`config.mk`:
```
export PLATFORM = sky130hd
export DESIGN_NAME = std_eth_fcs_append
export DESIGN_NICKNAME = d
export VERILOG_FILES = /design/src/rtl/std_eth_fcs_append.sv
export SDC_FILE = /design/constraint.sdc
export NUM_CORES = 1
export LEC_CHECK = 0
export CAP_MARGIN = 20
export CORE_MARGIN = 2
export CORE_UTILIZATION = 58
export DETAILED_ROUTE_END_ITERATION = 6
export DONT_BUFFER_PORTS = 1
export PLACE_DENSITY = 0.75
export SKIP_CTS_REPAIR_TIMING = 1
export SYNTH_ARGS = -nofsm -noshare
export SYNTH_HDL_FRONTEND = slang
export SYNTH_SLANG_ARGS = --single-unit
```
`constraint.sdc`:
```
create_clock -name clk -period 2.5 [get_ports clk]
set_clock_uncertainty 0.15 [all_clocks]
set_input_delay 0.25 -clock clk [delete_from_list [all_inputs] [get_ports clk]]
set_output_delay 0.25 -clock clk [all_outputs]
set_load 0.1 [all_outputs]
```
`src/rtl/std_eth_fcs_append.sv`:
```
// Ethernet FCS appender: passes payload bytes through, optionally zero-pads short
// frames, then emits the 4-byte CRC32 (LSB byte first) with out_last on the final byte.

module std_crc #(
  parameter string TYPE = "ETH",
  parameter int    DW   = 8
) (
  input  logic [DW-1:0] data_in,
  input  logic [31:0]   crc_state,
  output logic [31:0]   crc_out
);
  // Reflected polynomial; CRC32C is kept as the only alternative flavour.
  localparam logic [31:0] POLY = (TYPE == "CASTAGNOLI") ? 32'h82F63B78 : 32'hEDB88320;

  always_comb begin
    crc_out = crc_state;
    for (int b = 0; b < DW; b++) begin
      if (crc_out[0] ^ data_in[b]) crc_out = (crc_out >> 1) ^ POLY;
      else                         crc_out = crc_out >> 1;
    end
  end
endmodule

module std_eth_fcs_append #(
  parameter int PAD     = 1,
  parameter int MIN_LEN = 60
) (
  input  logic       clk,
  input  logic       reset,
  input  logic [7:0] in_data,
  input  logic       in_valid,
  input  logic       in_last,
  output logic       in_ready,
  output logic [7:0] out_data,
  output logic       out_valid,
  output logic       out_last,
  input  logic       out_ready
);
  typedef enum logic [1:0] {S_DATA, S_PAD, S_FCS} state_t;

  localparam logic [7:0]  MIN_B    = 8'(MIN_LEN);
  localparam logic        PAD_EN   = (PAD != 0);
  localparam logic [31:0] CRC_INIT = 32'hFFFFFFFF;

  state_t      state, state_nxt;
  logic [31:0] crc, crc_nxt;
  logic [7:0]  count, count_inc;
  logic [1:0]  idx;
  logic        out_fire;

  std_crc #(.TYPE("ETH"), .DW(8)) u_crc (
    .data_in   (out_data),
    .crc_state (crc),
    .crc_out   (crc_nxt)
  );

  assign count_inc = (count == 8'hFF) ? 8'hFF : count + 8'd1;
  assign out_fire  = out_valid && out_ready;

  always_comb begin
    state_nxt = state;
    in_ready  = 1'b0;
    out_valid = 1'b0;
    out_last  = 1'b0;
    out_data  = 8'h00;
    case (state)
      S_DATA: begin
        out_data  = in_data;
        out_valid = in_valid;
        in_ready  = out_ready;
        if (out_fire && in_last)
          state_nxt = (!PAD_EN || count_inc >= MIN_B) ? S_FCS : S_PAD;
      end
      S_PAD: begin
        out_valid = 1'b1;
        if (out_fire && count_inc >= MIN_B) state_nxt = S_FCS;
      end
      S_FCS: begin
        out_valid = 1'b1;
        out_data  = ~crc[{idx, 3'b000} +: 8];
        out_last  = (idx == 2'd3);
        if (out_fire && idx == 2'd3) state_nxt = S_DATA;
      end
      default: state_nxt = S_DATA;
    endcase
    // Handshake outputs are forced quiet while reset is held.
    if (reset) begin
      in_ready  = 1'b0;
      out_valid = 1'b0;
      out_last  = 1'b0;
    end
  end

  always_ff @(posedge clk or posedge reset) begin
    if (reset) begin
      state <= S_DATA;
      crc   <= CRC_INIT;
      count <= 8'd0;
      idx   <= 2'd0;
    end else if (out_fire) begin
      state <= state_nxt;
      if (state == S_FCS) begin
        idx <= idx + 2'd1;
        if (idx == 2'd3) begin
          crc   <= CRC_INIT;
          count <= 8'd0;
        end
      end else begin
        crc   <= crc_nxt;
        count <= count_inc;
      end
    end
  end
endmodule

```
==> After elaboration in Yosys (flattened, before gate mapping) <==
Cells that the tools add are included.
{ "classes": {"add_sub_neg": 2, "order_cmp": 1, "n_eq_ne": 8, "shift": 1, "n_mux": 25, "bitwise": 17, "n_reduce_logical": 9} }
{ "op_table": {"columns": ["operator", "count"], "rows": [
  ["$mux 32", 10],
  ["$not 13->14", 8],
  ["$shiftx 32x6->8", 1],
  ["$mux 8", 3],
  ["$pmux 8 s2", 1],
  ["$add 8x1->8 const B", 1],
  ["$eq 8x8->1 const B", 1],
  ["$ge 8x6->1 const B", 1],
  ["$mux 2", 4],
  ["$ne 2x2->1 const B", 4],
  ["$not 8->8", 1],
  ["$xor 1x1->1", 8],
  ["$pmux 2 s3", 1],
  ["$mux 1", 5],
  ["$eq 2x2->1 const B", 2],
  ["$logic_and 1x1->1", 4],
  ["$reduce_and 2->1", 2],
  ["$reduce_and 4->1", 1],
  ["$add 2x1->2 const B", 1],
  ["$eq 2x1->1 const B", 1],
  ["$logic_not 2->1", 1],
  ["$pmux 1 s2", 1],
  ["$reduce_or 2->1", 1]
]} }
{ "totals": {"reg_bits": 44, "inputBits": 13, "output_inout_bits": 11, "word_cells": 67} }

==> Longest topological paths before layout <==
{ "depth": {"depth_word": 20, "depth_mapped": 10, "ltp_nobuf": 8} }

==> By module <==
A second synthesis with hierarchy kept.
{ "hier_totals": {"cells_unflattened": 266, "hier_area_um2": 3056.7} }
{ "by_module_without_submodules": {"columns": ["mod", "n_inst", "cells_per_inst", "area_each_um2", "seq_area_each_um2"], "rows": [
  ["std_eth_fcs_append", 1, 196, 2287.2, 1141.1],
  ["std_crc", 1, 70, 769.5, 0.0]
]} }

==> Worst setup path before layout <==
Ideal clock, no wire load.
{ "synth_path": {"kind": "register -> output", "from": "register state[0]", "to": "output port out_last", "arrival_ns": 3.216, "required_ns": 2.100, "setup_slack_ns": -1.116, "stages_incl_launch_ff": 7, "n_path_buf": 2, "path_cell_list": "dfrtp_1 > inv_1 > ha_1 > buf_6 > clkbuf_1 > inv_1 > nor3_1"} }
{ "synth_between": {"elab_chain_len": 3} }
{ "synth_lines": {"columns": ["item", "line_no", "text"], "rows": [
  ["start: declaration", "45", "state_t state, state_nxt;"],
  ["start signal: assignment", "101", "state <= state_nxt;"],
  ["$eq 2x2->1", "66", "case (state)"],
  ["$mux 1", "66", null],
  ["$mux 1", "87", "if (reset) begin"],
  ["end: declaration", "36", "output logic out_last,"]
]} }
No other way between the ends.

==> Final worst setup path <==
{ "layout_path": {"from": "register idx[1]", "to": "register crc[27]"} }
{ "layout_between": {"elab_chain_len": 13, "word_cells_on_any_way": 22, "classes_between": "2 x eq/ne; 1 x shift; 9 x mux; 9 x bitwise; 1 x reduce/logical"} }
{ "layout_lines": {"columns": ["item", "line_no", "text"], "rows": [
  ["start: declaration", "48", "logic [1:0] idx;"],
  ["start signal: assignment", "103", "idx <= idx + 2'd1;"],
  ["$shiftx 32x6->8", "80", "out_data = ~crc[{idx, 3'b000} +: 8];"],
  ["$not 8->8", "80", null],
  ["$pmux 8 s2", "66", null],
  ["$xor 1x1->1", "18", "if (crc_out[0] ^ data_in[b]) crc_out = (crc_out >> 1) ^ POLY;"],
  ["$mux 32", "18", null],
  ["$mux 32 / $not 13->14 (equally long branches)", null, null],
  ["$mux 32", "18", null],
  ["$mux 32 / $not 13->14 (equally long branches)", null, null],
  ["$mux 32 (2 in series)", "18", null],
  ["$xor 1x1->1 / $not 13->14 (equally long branches)", null, null],
  ["$mux 32", "18", null],
  ["$mux 32", "102", "if (state == S_FCS) begin"],
  ["end signal: assignment", "109", "crc <= crc_nxt;"],
  ["end: declaration", "46", "logic [31:0] crc, crc_nxt;"]
]} }
Several ways; a longest one is shown, not always the timed one.
A chain may end at the register's enable or synchronous reset.

==> impl_metrics.yaml <==
status:
  violations: "setup timing"
  status: "finished with violations"
logic_synthesis:
  seq_area_frac_synth_pct: 32.3
  synth_cell_type_count: 44
  syn_area_um2: 3530
  synth_fp_nets: 349
  yosys_register_bits: 44
  async_reset_ff_share_pct: 100
  synthTopCellsByCount: "a21oi_1 (35), dfstp_2 (32), nor2_1 (31)"
  synth_flop_cell: "dfstp_2"
  synth_top_area_share_pct: 23.8
  yosys.area.top_type: "dfstp_2"
  synth.most_common_cell: "a21oi_1"
  synth_edf_count: 0
  synth.avg_cell_area_um2: 10.7
  yosys_warnings: 0
  synthTopCellsByArea: "dfstp_2 (24%), xnor3_1 (11%), dfrtp_1 (8.5%)"
  syn-instance-count: 330
placed_design:
  post-place-ws_ns: -0.208
  portBuffers: 0
  placed_area_um2: 4410
  gp_congestion: 0.886
  place_hpwl_um: 7200
worst_hold_path:
  whs_path_depth: 2
  hold_path_class: "input pin to flop"
  holdCritStartpoint: "in_last"
  hold_path_end: "state[0]"
timing:
  setup_ws_ns: -0.387
  period_needed_ns: 2.89
  rsz0062_at_grt: "yes"
  hold_violations: 0
  worstMarginPinSlew_ns: 0.592
  fmax_ghz: 0.346
  max_slew_margin_pct: 60.5
  setup_viol: 44
  tns_ns: -6.37
  whs_ns: 0.117
  post-route-period-util_pct: 115
  drv_slew: 0
cells_and_area:
  stdcell_area_um2: 5010
  syn_to_final_growth_pct: 42.0
  antenna_cells: 0
  final_nets: 449
  nFillCells: 249
  layout-drive-gt1-share_pct: 46.4
clock_tree:
  clk_root_buffer_cell: "clkbuf_8"
  cts_tree: "done"
  clock_path_buffers: 2
  ctsHtreeMaxLevel: 2
  clkLatencyLatePin_ns: 0.31
  cts.clk_slew.worst_paths_ns: 0.10
  cts_buffers: 5
  cts.sinks: 44
setup_path:
  cp-startpoint: "idx[1]"
  r2r_setup_slack_ns: -0.39
  endpoint_kind: "flop"
  reg2reg_depth: 10
  cp.arrival_ns: 2.97
  critPathKind: "flop to flop"
  critPathMaxStageDelay_ns: 0.50
  crit_buf_inv: 4
  critPathRequiredTime_ns: 2.58
  rr_endpoint: "crc[27]"
  crit_path_top_delay_cell: "dfrtp_1"
  cp_top_family: "compound AO/OA/AOI/OAI gates"
  cp-start-kind: "flop"
  crit_fanout: 6
  rr_startpoint: "idx[1]"
  path_cells: "buf_4 -> nand3b_1 -> buf_4 -> o21ai_0 -> o22ai_4 -> buf_6 -> xnor2_4 -> buf_6 -> xnor3_1 -> a21oi_1"
die:
  dieArea_um2: 6730
  initial_core_util_pct: 60.0
  core-area_um2: 5890
  rows: 28
  io_pins: 24
  die_h_um: 82.0
  die_w_um: 82.0
route:
  drc_errors: 0
  vias: 3394
  drtIter0Drc: 392
  wl_per_cell_um: 25.5
  antenna_left: 0
  drt-total-wl_um: 12900
  via_per_inst: 6.71
  dr.pass1.iters: 7
global_routing:
  grt_max_degree: 45
  grt_overflow: 0
  grt_first_pass_wirelength_um: 16100
  grt_pass1_vias: 3125
  antenna_found_initial: 0
  track_usage_pct: 32.5
flow_run:
  cap_violations: 0
-- worst max path at each step --
stage,end,slack [ns],depth (start not counted)
finish,crc[27],-0.39,10
global route,crc[15],-0.52,11
CTS,out_data[4],-0.39,7
detailed placement,crc[24],-0.21,9
global placement,crc[25],-0.15,9
floorplan,out_last,-0.22,6
-- flip-flops by register name, summed over array words and instances (netlist names) --
name,cells
idx,2
state,2
count,8
crc,32
-- cell families (layout without fill, tap and decap cells) --
| family | after synthesis | count (layout) | synth area share (%) |
|---|---|---|---|
| mux | 27 | 27 | 7.73 |
| flops | 44 | 44 | 32.3 |
| simple gates | 61 | 61 | 7.62 |
| compound gates | 105 | 105 | 22.0 |
| fa+ha+maj | 6 | 6 | 2.13 |
| xor+xnor | 59 | 59 | 23.7 |
| buf+inv | 28 | 129 | 4.50 |
-- metrics by stage --
stage | util (%) | instances
after detailed placement | 74.9 | 472
after CTS | 76.7 | 480
final | 85.2 | 506
after floorplan | - | 330
after global placement | 74.9 | 472
after global routing | 85.2 | 506
-- layer usage --
layer	GRT usage, %	routed length [um]
met2	53.0	6010
met3	5.82	1210
met5	0	0
met1	41.4	4950
met4	16.7	756
-- worst register-to-register path, cell delays in order, from the launching register on --
cell and delay (ns):
dfrtp_1 0.50, buf_4 0.22, nand3b_1 0.10, buf_4 0.18, o21ai_0 0.36, o22ai_4 0.22
buf_6 0.18, xnor2_4 0.24, buf_6 0.16, xnor3_1 0.30, a21oi_1 0.20
-- cells in the final DEF (no fill, tap or decap), types with 5 or more instances in the layout --
| master | synthesis | layout |
|---|---|---|
| buf_6 | 4 | 22 |
| o22a_1 | 5 | 5 |
| xor2_1 | 7 | 6 |
| buf_12 | 0 | 19 |
| a222oi_1 | 8 | 8 |
| dfstp_2 | 32 | 32 |
| xnor3_1 | 17 | 17 |
| xnor2_4 | 3 | 7 |
| buf_4 | 4 | 69 |
| a21o_2 | 0 | 8 |
| dfrtp_1 | 12 | 12 |
| nor2_1 | 31 | 29 |
| o21ai_0 | 19 | 14 |
| a21oi_1 | 35 | 31 |
| inv_1 | 9 | 6 |
| xnor2_1 | 29 | 23 |
| mux2i_1 | 25 | 25 |
| clkbuf_8 | 0 | 5 |
| a32o_1 | 8 | 7 |
| nand2_1 | 14 | 13 |
-- area by class of cell --
| type | instances | area [um2] | area share [%] |
|---|---|---|---|
| repair buffers | 112 | 1180 | 23.6 |
| multi-input cells | 258 | 2460 | 49.0 |
| inverters | 9 | 33.8 | 0.674 |
| clock inverters | 2 | 35.0 | 0.699 |
| well taps | 75 | 93.8 | 1.87 |
| clock buffers | 6 | 72.6 | 1.45 |
| flip-flops and latches | 44 | 1140 | 22.8 |
Power is not shown: default switching activity piles up to over one toggle a cycle in this logic, so the estimate is an artifact.
==> RTL edit 1 (config.mk and constraints unchanged) <==
Re-encode `state_t` (3 states) as one-hot, 3 bits wide.
--- a/src/rtl/std_eth_fcs_append.sv
+++ b/src/rtl/std_eth_fcs_append.sv
@@ -36,7 +36,7 @@
   output logic       out_last,
   input  logic       out_ready
 );
-  typedef enum logic [1:0] {S_DATA, S_PAD, S_FCS} state_t;
+  typedef enum logic [2:0] {S_DATA = 3'b001, S_PAD = 3'b010, S_FCS = 3'b100} state_t;
 
   localparam logic [7:0]  MIN_B    = 8'(MIN_LEN);
   localparam logic        PAD_EN   = (PAD != 0);
Function: same outputs for any inputs over 10 cycles, from zero or initial values and one cycle with reset high; not proved beyond that.
==> RTL edit 1 against the original RTL <==
The flow still finishes with violations (negative setup slack). Via count shrank 27%. Area after synthesis fell by 8.5%. Routed wire length is 36% lower. Final area decreased by 13%. Critical path depth down 2. Worst setup slack improved by 0.13 ns. Sequential cell count is 1 higher.
==> RTL edit 1: results <==
metrics = {
    "run_status": {
        "status": "finished, violations left",
        "violations": "negative setup slack",
    },
    "synth": {
        "synth_xor_area_share_pct": 27.1,
        "synth-compound-area-share_pct": 17.6,
        "yosysUniqueCellTypes": 48,
        "synth_mux_area_share_pct": 5.93,
        "syn_area_sq_mm": 0.00323,
        "synth_area_leaders": "dfstp_2, xnor3_1, dfrtp_1",
        "syn_nets": 291,
        "ys_top_cells_by_count": "a21oi_1, dfstp_2, xnor2_1, nor2_1, xnor3_1",
    },
    "cells_and_area": {
        "finish.net_count": 369,
        "fill_cells": 289,
        "reg_top3": "crc (32), count (8), state (3)",
        "drive_gt1_share_pct": 48.7,
    },
    "routing": {
        "drt-initial-drc-count": 209,
        "drt_pass1_iterations": 4,
    },
    "timing": {
        "final-setup-viol-count": 25,
        "fin_hold_ws_ns": 0.0755,
        "finalWorstSetupSlack_ns": -0.260,
    },
    "worst_setup_path": {
        "r2r_cells": 8,
        "setup.worst_path.start": "idx[0]$_DFFE_PP0P_",
    },
    "global_route": {
        "track_usage_pct": 26.1,
        "grt_first_pass_wirelength_um": 12200,
        "grt_pass1_vias": 2340,
    },
    "place": {
        "dp_hpwl_um": 5440,
    },
    "min_path": {
        "whs_path_depth": 3,
    },
    "clock_network": {
        "clk_pin_slew_worst_paths_ns": 0.08,
    },
}
RTL edit 1: cell types whose count changed after synthesis, moves of 6 or more:
| cell | change |
|---|---|
| buf_2 | -7 |
| a222oi_1 | -8 |
| nand2_1 | -6 |
| mux2i_1 | -25 |
| a32o_1 | -8 |
| mux4_2 | +8 |
| o21ai_0 | -7 |
| clkbuf_1 | +6 |
| a21o_1 | -7 |
RTL edit 1: logic make-up after synthesis:
family	after synthesis
compound gates	74
xor+xnor	63
fa+ha+maj	2
buf+inv	21
flops	45
mux	9
simple gates	62
RTL edit 1: per-stage QoR:
step	std cells	cell area (sq um)	util, %	setup TNS [ns]	setup slack (ns)
after CTS	413	4080	75.1	-3.42	-0.284
after global placement	405	4000	73.6	-1.65	-0.171
after floorplan	276	3400	-	-10.44	-0.628
after detailed placement	405	4000	73.6	-2.73	-0.248
after global routing	427	4380	80.5	-5.63	-0.359
final	427	4380	80.5	-3.36	-0.260
RTL edit 1: critical path, stage by stage (launching register included):
cell and delay (ns):
dfrtp_1 0.42, buf_4 0.17, mux4_2 0.53, o2bb2ai_4 0.22, xor2_4 0.25, buf_6 0.16
xnor2_4 0.17, xnor3_1 0.42, a21oi_1 0.19
RTL edit 1: area by class of cell:
type	count	share of cell area [%]
multi-input cells	210	51.1
flip-flops and latches	45	26.7
well taps	72	2.06
clock buffers	8	1.83
inverters	7	0.686
repair buffers	85	17.6
RTL edit 1: report_power, final:
part / switching, mW / leakage [nW] / internal (mW) / total, mW
registers: 0.310 / 0.502 / 1.24 / 1.55
clock network: 0.253 / 0.0395 / 0.199 / 0.453
logic: 2.55 / 1.34 / 3.43 / 5.98
RTL edit 1: metal layers:
layer	track usage, %	vias up	wire (um)
met2	41.9	96	4060
met5	0	-	0
met1	36.7	1232	3480
met3	5.40	17	538
met4	6.32	0	178
li1	-	1142	-
==> RTL edit 2 (same flow settings) <==
Made on the original files. Set the parameter `MIN_LEN` to 32 (it was 60).
--- a/src/rtl/std_eth_fcs_append.sv
+++ b/src/rtl/std_eth_fcs_append.sv
@@ -23,7 +23,7 @@
 
 module std_eth_fcs_append #(
   parameter int PAD     = 1,
-  parameter int MIN_LEN = 60
+  parameter int MIN_LEN = 32
 ) (
   input  logic       clk,
   input  logic       reset,
Check against the original RTL: no difference found for any inputs over 10 cycles, from zero or initial values and one cycle with reset high; that may be too few to reach the edited logic, so the function may still have changed.
==> RTL edit 2 against the original RTL <==
The run still ends with negative setup slack left. Sequential share of layout area grew 1.4 points. Count of clock-buffer cells in the layout unchanged. Fmax grew 9.5%. Final area shrank 5.7%. Critical path type unchanged. Sequential cell count did not move. Routed wire length fell by 12%. Worst setup slack improved by 0.25 ns. Area after synthesis is 4.6% lower.
Power is not shown: default switching activity piles up to over one toggle a cycle in this logic, so the estimate is an artifact.
==> RTL edit 2: results <==
metrics = {
    "global_route": {
        "grt_first_pass_wirelength_um": 14500,
        "grt_pass1_vias": 2751,
        "track_usage_pct": 29.6,
    },
    "routing": {
        "wl_met3_um": 941,
        "wl_met2_um": 5780,
        "drt-met1-wl_um": 4060,
        "wl_um": 11400,
        "top_layer_used": "met4",
        "drt_pass1_iterations": 5,
        "drt-initial-drc-count": 278,
        "dr_total_vias": 3092,
        "vias_per_cell": 6.39,
    },
    "synth": {
        "synth_mux_area_share_pct": 4.38,
        "ys_top_cells_by_count": "nor2_1, a21oi_1, dfstp_2, xnor2_1, nand2_1",
        "synth_sequential_area_ratio_pct": 33.9,
        "synthArstFlopShare_pct": 100,
        "synth_area_leaders": "dfstp_2, dfrtp_1, xnor2_1",
        "synth-compound-area-share_pct": 19.7,
        "synthAdderAreaFrac_pct": 2.23,
        "yosysWarnings": 0,
        "syn_nets": 347,
        "yosysUniqueCellTypes": 58,
        "avgSynthCellArea_sq_um": 10.3,
        "synth_xor_area_share_pct": 22.2,
    },
    "clock_network": {
        "clk_pin_slew_worst_paths_ns": 0.09,
    },
    "timing": {
        "finalWorstSetupSlack_ns": -0.136,
        "maxSlewHeadroom_pct": 61.2,
        "final-setup-viol-count": 15,
        "fin_tns_setup_ns": -0.871,
    },
    "place": {
        "place_area_sq_mm": 0.00414,
        "dp.cells": 455,
        "dp_hpwl_um": 6510,
        "routabilityCongestion": 0.862,
        "dp_slack_ns": -0.108,
    },
    "run_status": {
        "violations": "negative setup slack",
        "status": "finished, violations left",
    },
    "worst_setup_path": {
        "critPathArrivalTime_ns": 2.71,
        "crit_fanout": 3,
        "setup.worst_path.start": "idx[0]$_DFFE_PP0P_",
        "slowest_stage": "mux4_2",
        "cpPeakStageDelay_ns": 0.58,
        "crit_family": "XOR/XNOR gates",
    },
    "cells_and_area": {
        "drive_gt1_share_pct": 48.5,
        "finish.net_count": 430,
    },
    "min_path": {
        "min_from": "out_ready",
    },
}
RTL edit 2: cell count changes after synthesis, sizes merged, moves of 6 or more:
cell / change
mux2i: -17
xnor3: -11
nand3b: +6
nor2: +6
a32o: -8
nand2: +13
a222oi: -8
o22ai: -8
buf: -9
xor2: +13
a21o: -9
RTL edit 2: metal layers:
metal	vias up	global-route usage (%)
met5	-	0
met4	0	7.12
met3	64	3.60
met2	223	50.2
met1	1508	40.5
li1	1297	-
RTL edit 2: cell families after synthesis:
family,after synthesis
AO/OA/AOI/OAI,87
XOR/XNOR,63
adder cells (fa/ha/maj),6
buffers and inverters,28
flip-flops,44
multiplexers,12
AND/OR/NAND/NOR,88
RTL edit 2: final cells by class:
class	count	area [sq um]	area share (%)
Tap cell	72	90.1	1.91
Timing Repair Buffer	90	897	19.0
Multi-Input combinational cell	256	2420	51.2
Clock buffer	6	82.6	1.75
Sequential cell	44	1140	24.2
Inverter	14	55.1	1.16
Clock inverter	2	38.8	0.820
RTL edit 2: path summary, 6_finish.rpt:
path / depth (start not counted) / slack, ns / endpoint
max: 8 / -0.14 / crc[25]$_DFFE_PP1P_
min: 3 / 0.18 / idx[0]$_DFFE_PP0P_
max reg2reg: 8 / -0.14 / crc[25]$_DFFE_PP1P_
min reg2reg: 2 / 0.38 / crc[21]$_DFFE_PP1P_
max in group asynchronous: 3 / 1.35 / crc[22]$_DFFE_PP1P_
min in group asynchronous: 3 / 0.42 / state[0]$_DFFE_PP0P_
RTL edit 2: tightest hold or removal path, delay by kind of cell:
family	cells	cell delay [ns]
XOR/XNOR	1	0.10
AND/OR/NAND/NOR	2	0.23
